<file path="src/rtl/dmem_arbiter_pkg.sv">
// Shared types and constants for the two-port data-memory arbiter.
package dmem_arbiter_pkg;

    typedef enum logic [1:0] {
        ST_IDLE  = 2'd0,
        ST_OWN_A = 2'd1,
        ST_OWN_B = 2'd2
    } arb_state_t;

    localparam logic PORT_A = 1'b0;
    localparam logic PORT_B = 1'b1;

    // Burst counter increment that sticks at the configured limit.
    function automatic logic [3:0] sat_inc(input logic [3:0] cnt, input logic [3:0] max_v);
        return (cnt >= max_v) ? max_v : cnt + 4'd1;
    endfunction

endpackage

</file>
<file path="src/rtl/dmem_rr_pick.sv">
// Two-way round-robin chooser: on a tie the port that did not own last wins.
module dmem_rr_pick
    import dmem_arbiter_pkg::*;
(
    input  logic a_req,
    input  logic b_req,
    input  logic last_owner,
    output logic winner,
    output logic valid
);

    // Winner selection from requests and the last owner.
    always_comb begin
        winner = PORT_A;
        valid  = a_req | b_req;
        if (a_req && b_req) begin
            winner = (last_owner == PORT_A) ? PORT_B : PORT_A;
        end else if (b_req) begin
            winner = PORT_B;
        end else begin
            winner = PORT_A;
        end
    end

endmodule

</file>
<file path="src/rtl/dmem_arbiter.sv">
// Arbitrates a CPU port (A) and a loader/debug port (B) onto one synchronous-read
// data memory with bounded bursts and per-port read-return routing.
module dmem_arbiter
    import dmem_arbiter_pkg::*;
#(
    parameter int ADDR_W    = 32,
    parameter int DATA_W    = 32,
    parameter int MAX_BURST = 4
) (
    input  logic              clock,
    input  logic              resetn,
    input  logic              a_req,
    input  logic              a_we,
    input  logic [ADDR_W-1:0] a_addr,
    input  logic [DATA_W-1:0] a_wdata,
    output logic              a_gnt,
    output logic              a_rvalid,
    output logic [DATA_W-1:0] a_rdata,
    input  logic              b_req,
    input  logic              b_we,
    input  logic [ADDR_W-1:0] b_addr,
    input  logic [DATA_W-1:0] b_wdata,
    output logic              b_gnt,
    output logic              b_rvalid,
    output logic [DATA_W-1:0] b_rdata,
    output logic              mem_we,
    output logic [ADDR_W-1:0] mem_addr,
    output logic [DATA_W-1:0] mem_wdata,
    input  logic [DATA_W-1:0] mem_rdata
);

    localparam logic [3:0] MAX_CNT = 4'(MAX_BURST);

    arb_state_t        r_state;
    logic [3:0]        r_cnt;
    logic              r_last;
    logic              r_a_rvalid;
    logic              r_b_rvalid;
    logic [DATA_W-1:0] r_a_rdata;
    logic [DATA_W-1:0] r_b_rdata;

    logic              w_pick_winner;
    logic              w_pick_valid;
    logic [3:0]        w_cnt_inc;
    logic              w_sel_b;

    dmem_rr_pick u_pick (
        .a_req      (a_req),
        .b_req      (b_req),
        .last_owner (r_last),
        .winner     (w_pick_winner),
        .valid      (w_pick_valid)
    );

    assign a_gnt     = (r_state == ST_OWN_A) && a_req;
    assign b_gnt     = (r_state == ST_OWN_B) && b_req;
    assign w_cnt_inc = sat_inc(r_cnt, MAX_CNT);
    assign w_sel_b   = (r_state == ST_OWN_B);

    assign mem_addr  = w_sel_b ? b_addr  : a_addr;
    assign mem_wdata = w_sel_b ? b_wdata : a_wdata;
    assign mem_we    = (a_gnt && a_we) || (b_gnt && b_we);

    // Read data is live from memory in the return cycle, then held.
    assign a_rvalid  = r_a_rvalid;
    assign b_rvalid  = r_b_rvalid;
    assign a_rdata   = r_a_rvalid ? mem_rdata : r_a_rdata;
    assign b_rdata   = r_b_rvalid ? mem_rdata : r_b_rdata;

    // Ownership FSM with burst counter and last-owner tracking.
    always_ff @(posedge clock or negedge resetn) begin
        if (!resetn) begin
            r_state <= ST_IDLE;
            r_cnt   <= 4'd0;
            r_last  <= PORT_B;
        end else begin
            case (r_state)
                ST_IDLE: begin
                    r_cnt <= 4'd0;
                    if (w_pick_valid) begin
                        r_state <= (w_pick_winner == PORT_B) ? ST_OWN_B : ST_OWN_A;
                        r_last  <= w_pick_winner;
                    end else begin
                        r_state <= ST_IDLE;
                    end
                end
                ST_OWN_A: begin
                    if (!a_req) begin
                        r_cnt <= 4'd0;
                        if (b_req) begin
                            r_state <= ST_OWN_B;
                            r_last  <= PORT_B;
                        end else begin
                            r_state <= ST_IDLE;
                        end
                    end else if ((w_cnt_inc == MAX_CNT) && b_req) begin
                        r_state <= ST_OWN_B;
                        r_last  <= PORT_B;
                        r_cnt   <= 4'd0;
                    end else begin
                        r_cnt <= w_cnt_inc;
                    end
                end
                ST_OWN_B: begin
                    if (!b_req) begin
                        r_cnt <= 4'd0;
                        if (a_req) begin
                            r_state <= ST_OWN_A;
                            r_last  <= PORT_A;
                        end else begin
                            r_state <= ST_IDLE;
                        end
                    end else if ((w_cnt_inc == MAX_CNT) && a_req) begin
                        r_state <= ST_OWN_A;
                        r_last  <= PORT_A;
                        r_cnt   <= 4'd0;
                    end else begin
                        r_cnt <= w_cnt_inc;
                    end
                end
                default: begin
                    r_state <= ST_IDLE;
                    r_cnt   <= 4'd0;
                end
            endcase
        end
    end

    // One-deep read return pipeline per port, tagged by the issuing port.
    always_ff @(posedge clock or negedge resetn) begin
        if (!resetn) begin
            r_a_rvalid <= 1'b0;
            r_b_rvalid <= 1'b0;
            r_a_rdata  <= '0;
            r_b_rdata  <= '0;
        end else begin
            r_a_rvalid <= a_gnt && !a_we;
            r_b_rvalid <= b_gnt && !b_we;
            if (r_a_rvalid) begin
                r_a_rdata <= mem_rdata;
            end
            if (r_b_rvalid) begin
                r_b_rdata <= mem_rdata;
            end
        end
    end

endmodule

</file>
<file path="config.mk">
export PLATFORM = sky130hd
export DESIGN_NAME = dmem_arbiter
export DESIGN_NICKNAME = d
export VERILOG_FILES = /design/src/rtl/dmem_arbiter_pkg.sv /design/src/rtl/dmem_rr_pick.sv /design/src/rtl/dmem_arbiter.sv
export SDC_FILE = /design/constraint.sdc
export NUM_CORES = 1
export LEC_CHECK = 0
export ABC_CLOCK_PERIOD_IN_PS = 3200
export CAP_MARGIN = 0
export CORE_AREA = 2 2 117 119
export CTS_BUF_LIST = sky130_fd_sc_hd__clkbuf_16
export CTS_CLUSTER_SIZE = 12
export DETAILED_ROUTE_END_ITERATION = 7
export DIE_AREA = 0 0 119 121
export PLACE_DENSITY_LB_ADDON = 0.12
export RECOVER_POWER = 50
export SLEW_MARGIN = 20
export SYNTH_ARGS = -nofsm -noshare
export SYNTH_HDL_FRONTEND = slang
export SYNTH_SLANG_ARGS = --single-unit
</file>
<file path="constraint.sdc">
create_clock -name clock -period 3.2 [get_ports clock]
set_clock_uncertainty 0.15 [all_clocks]
set_input_delay 0.32 -clock clock [delete_from_list [all_inputs] [get_ports clock]]
set_output_delay 0.32 -clock clock [all_outputs]
set_load 0.02 [all_outputs]
</file>
==> report_table.html <==
<table>
<tr><th>Metric</th><th>Value</th></tr>
<tr><th colspan="2">Yosys</th></tr>
<tr><td>Register bit total from synthesis</td><td>73</td></tr>
<tr><td>Largest cells by area after synthesis</td><td>sky130_fd_sc_hd__dfrtp_1 49%, sky130_fd_sc_hd__mux2_2 38%, sky130_fd_sc_hd__mux2_1 1.8%</td></tr>
<tr><td>Proportion of synthesized chip area in sequential cells</td><td>0.4961</td></tr>
<tr><td>Main combinational cell family by area after synthesis</td><td>multiplexers</td></tr>
<tr><td>Synthesized area per cell</td><td>14.28 um^2</td></tr>
<tr><td>Fraction of post-synthesis cell area in the top cell type by area</td><td>0.4890</td></tr>
<tr><td>Synthesized instance count</td><td>258</td></tr>
<tr><td>Synth warn</td><td>0</td></tr>
<tr><td>Post-Synthesis Cell Area</td><td>3685 um^2</td></tr>
<tr><td>Simple-gate area share of the yosys netlist</td><td>0.02920</td></tr>
<tr><td>Synthesized Nets</td><td>429</td></tr>
<tr><td>Post-synthesis cell type with the largest combined area</td><td>sky130_fd_sc_hd__dfrtp_1</td></tr>
<tr><td>Xor and xnor area share after synthesis</td><td>0</td></tr>
<tr><td>Synthesized-area fraction occupied by ao, oa, aoi and oai cells</td><td>0.02818</td></tr>
<tr><td>Fraction of the mapped netlist area in adder cells</td><td>0.01698</td></tr>
<tr><td>EDFF count, synth</td><td>0</td></tr>
<tr><td>Unique masters post-synth</td><td>30</td></tr>
<tr><td>Most frequently used flop master after synthesis</td><td>sky130_fd_sc_hd__dfrtp_1</td></tr>
<tr><td>Async SR Flop Fraction</td><td>1.000</td></tr>
<tr><td>Share of cell area taken by muxes after synthesis</td><td>0.4014</td></tr>
<tr><th colspan="2">Finish</th></tr>
<tr><td>Most frequent cells in the layout</td><td>297 x sky130_fd_sc_hd__clkdlybuf4s50_1, 85 x sky130_fd_sc_hd__mux2_2, 72 x sky130_fd_sc_hd__dfrtp_1, 45 x sky130_fd_sc_hd__mux2_1, 9 x sky130_fd_sc_hd__clkbuf_16</td></tr>
<tr><td>Share of final-layout standard cells stronger than drive strength 1</td><td>0.2106</td></tr>
<tr><td>Total Nets Final</td><td>731</td></tr>
<tr><td>Area Growth Syn to Fin</td><td>95.89%</td></tr>
<tr><td>Most common library cell in the layout ignoring fill and taps</td><td>sky130_fd_sc_hd__clkdlybuf4s50_1</td></tr>
<tr><td>Final design instance area without fill</td><td>7218 um^2</td></tr>
<tr><td>Post-layout util</td><td>0.5516</td></tr>
<tr><th colspan="2">Critical path</th></tr>
<tr><td>Master of the slowest instance on the critical path</td><td>sky130_fd_sc_hd__clkdlybuf4s50_1</td></tr>
<tr><td>Critical path startpoint</td><td>r_state[0]</td></tr>
<tr><td>Type of destination of the critical path</td><td>output pin</td></tr>
<tr><td>Worst stage delay on the critical path</td><td>0.55 ns</td></tr>
<tr><td>Cell-by-cell trace of the critical path</td><td>inv_1, ha_2, buf_12, buf_12, mux2_2, clkdlybuf4s50_1</td></tr>
<tr><td>Most frequent cell on the critical path</td><td>sky130_fd_sc_hd__buf_12</td></tr>
<tr><td>Kind of critical path</td><td>register to output pin</td></tr>
<tr><td>Buffering stage count on the worst path with inverters included</td><td>4</td></tr>
<tr><td>Worst R2R Start</td><td>r_state[0]</td></tr>
<tr><td>Signal arrival time at the worst endpoint</td><td>2.54 ns</td></tr>
<tr><td>Setup crit start kind</td><td>register</td></tr>
<tr><td>Maximum fanout encountered on the critical timing path</td><td>24</td></tr>
<tr><td>CP required</td><td>2.73 ns</td></tr>
<tr><td>Family with the most delay on the worst path</td><td>buffers and inverters</td></tr>
<tr><th colspan="2">Drt</th></tr>
<tr><td>Total vias in the final route</td><td>3341</td></tr>
<tr><td>DRC</td><td>0</td></tr>
<tr><td>Routed WL</td><td>14300 um</td></tr>
<tr><td>Final routed wire length divided by cell count</td><td>19.24 um</td></tr>
<tr><td>Per-cell via count in the routed design</td><td>4.497</td></tr>
<tr><td>Number of nets with antenna violations after detailed routing</td><td>0</td></tr>
<tr><td>Number of detailed-routing iterations run before antenna repair</td><td>5</td></tr>
<tr><td>DRC marker count from the first detailed-route iteration</td><td>108</td></tr>
<tr><th colspan="2">Job</th></tr>
<tr><td>Number of maximum-capacitance constraint violations</td><td>1</td></tr>
<tr><th colspan="2">Clock network</th></tr>
<tr><td>CTS tree</td><td>yes</td></tr>
<tr><td>Number of clock sinks seen by CTS</td><td>73</td></tr>
<tr><td>Post_cts resized</td><td>0</td></tr>
<tr><td>Buffer depth of the longest clock path</td><td>2</td></tr>
<tr><td>Total number of H-tree levels</td><td>3</td></tr>
<tr><td>Hold bufs inserted after CTS</td><td>1</td></tr>
<tr><td>Clock transition at the registers of the reported paths</td><td>0.05 ns</td></tr>
<tr><td>Insertion delay to the later sink of the worst-skew pair</td><td>0.33 ns</td></tr>
<tr><td>Clock root buffer</td><td>sky130_fd_sc_hd__clkbuf_16</td></tr>
<tr><td>Post-CTS setup buffer count</td><td>0</td></tr>
<tr><td>Cts bufs inserted</td><td>9</td></tr>
<tr><th colspan="2">Timing</th></tr>
<tr><td>Share of the clock period used by the worst path</td><td>0.9418</td></tr>
<tr><td>Worst Max-Slew Pin Slew</td><td>1.506 ns</td></tr>
<tr><td>Setup ws final</td><td>0.1863 ns</td></tr>
<tr><td>Final hold vios</td><td>0</td></tr>
<tr><td>TNS Setup</td><td>0 ns</td></tr>
<tr><td>Tmin final</td><td>3.014 ns</td></tr>
<tr><td>Achievable clock frequency</td><td>331.8 MHz</td></tr>
<tr><td>Unrepaired setup endpoints after global routing</td><td>false</td></tr>
<tr><td>Final setup violating endpoints</td><td>0</td></tr>
<tr><td>Smallest hold slack</td><td>0.3298 ns</td></tr>
<tr><td>Final number of max-transition violations</td><td>29</td></tr>
<tr><td>Worst slew slack as a fraction of its limit</td><td>-0.004175</td></tr>
<tr><th colspan="2">GRT</th></tr>
<tr><td>Global-route wire length before repair</td><td>21040 um</td></tr>
<tr><td>Overall track demand over capacity in global routing</td><td>0.1949</td></tr>
<tr><td>Vias in the first global route</td><td>3668</td></tr>
<tr><td>Overflow after GRT</td><td>0</td></tr>
<tr><td>Number of antenna violations at the first check in global routing</td><td>3</td></tr>
<tr><td>Pin count of the biggest net entering global routing</td><td>34</td></tr>
<tr><th colspan="2">Placement</th></tr>
<tr><td>Detailed placer's ending HPWL</td><td>11880 um</td></tr>
<tr><td>Instance area after placement</td><td>6890 um^2</td></tr>
<tr><td>Final GP Congestion</td><td>0.8518</td></tr>
<tr><td>Worst slack at placement</td><td>0.5253 ns</td></tr>
<tr><td>Port bufs</td><td>298</td></tr>
<tr><th colspan="2">Outcome</th></tr>
<tr><td>Violated checks</td><td>capacitance limit, slew limit</td></tr>
<tr><td>Run status</td><td>finished with violations</td></tr>
<tr><th colspan="2">Die</th></tr>
<tr><td>Site row count</td><td>42</td></tr>
<tr><td>Boundary Pins</td><td>299</td></tr>
<tr><td>Horizontal die dimension</td><td>119 um</td></tr>
<tr><td>Initial core utilization</td><td>0.2816</td></tr>
<tr><td>Floorplan Core Area</td><td>13090 um^2</td></tr>
<tr><td>Area enclosed by the die boundary</td><td>14400 um^2</td></tr>
<tr><td>Die height</td><td>121 um</td></tr>
<tr><th colspan="2">Power and ir drop</th></tr>
<tr><td>Pwr per Cell Area</td><td>865.1 nW/um^2</td></tr>
<tr><td>Leakage power figure</td><td>0.002931 uW</td></tr>
<tr><td>Maximum vdd ir drop</td><td>322.6 uV</td></tr>
<tr><th colspan="2">Worst hold path</th></tr>
<tr><td>Hold Path Class</td><td>register to register</td></tr>
<tr><td>Hold path startpoint</td><td>r_b_rdata[11]</td></tr>
</table>
## flip-flops by register name (all words and copies together) (netlist names)
name,cells
r_last,1
r_state,2
r_a_rdata,32
a_rvalid,1
b_rvalid,1
r_b_rdata,32
r_cnt,4
## report_power, final
group	switching, uW	total [uW]	internal, uW
registers	114	1460	1350
logic	1790	3720	1930
clock network	381	1060	682
total	2280	6240	3960
## layout make-up
type,instances,area (um^2)
clock inverter,7,93.84
sequential,73,1828
inverter,4,15.01
fill,1139,5867
timing repair buffer,306,3072
multi-input combinational,166,1759
tap,176,220.2
antenna,2,5.005
clock buffer,9,225.2
## synthesized netlist by cell type, types with 2 or more instances
cell type,n
sky130_fd_sc_hd__nor3_1,4
sky130_fd_sc_hd__clkbuf_1,2
sky130_fd_sc_hd__dfrtp_1,72
sky130_fd_sc_hd__inv_1,2
sky130_fd_sc_hd__nor2_1,4
sky130_fd_sc_hd__ha_1,5
sky130_fd_sc_hd__a21oi_1,2
sky130_fd_sc_hd__nand2_1,5
sky130_fd_sc_hd__mux2_1,6
sky130_fd_sc_hd__mux2_2,124
sky130_fd_sc_hd__buf_4,5
sky130_fd_sc_hd__buf_2,8
sky130_fd_sc_hd__inv_2,2
## cell families after synthesis
| logic type | after synthesis |
|---|---|
| flip-flops | 73 |
| AND/OR/NAND/NOR | 18 |
| AO/OA/AOI/OAI | 11 |
| multiplexers | 131 |
| buffers and inverters | 19 |
| other | 1 |
| adder cells (fa/ha/maj) | 5 |
## through the flow
step                      power (uW)  cells
after floorplan                 3478    258
after global placement          5246    724
after detailed placement        5299    724
after CTS                       6405    741
after global routing            6559    741
final                           6244    743
## worst paths after layout
| path | slack [ns] | to | cells after the start |
|---|---|---|---|
| setup / recovery | 0.19 | mem_wdata[26] | 6 |
| hold / removal | 0.33 | r_b_rdata[11] | 1 |
| setup reg to reg | 1.31 | r_state[1] | 5 |
| hold reg to reg | 0.33 | r_b_rdata[11] | 1 |
| max in group asynchronous | 0.75 | r_b_rdata[30] | 3 |
| min in group asynchronous | 0.74 | r_b_rdata[12] | 2 |
## metal layers
metal / global-route usage / wire length [um] / vias to the layer above
met5: 0 / 13 / -
li1: - / - / 1532
met2: 0.3581 / 7651 / 162
met1: 0.2034 / 5091 / 1629
met4: 0.05878 / 227 / 2
met3: 0.07848 / 1312 / 16
No activity file was read; power rests on OpenSTA's default activity.
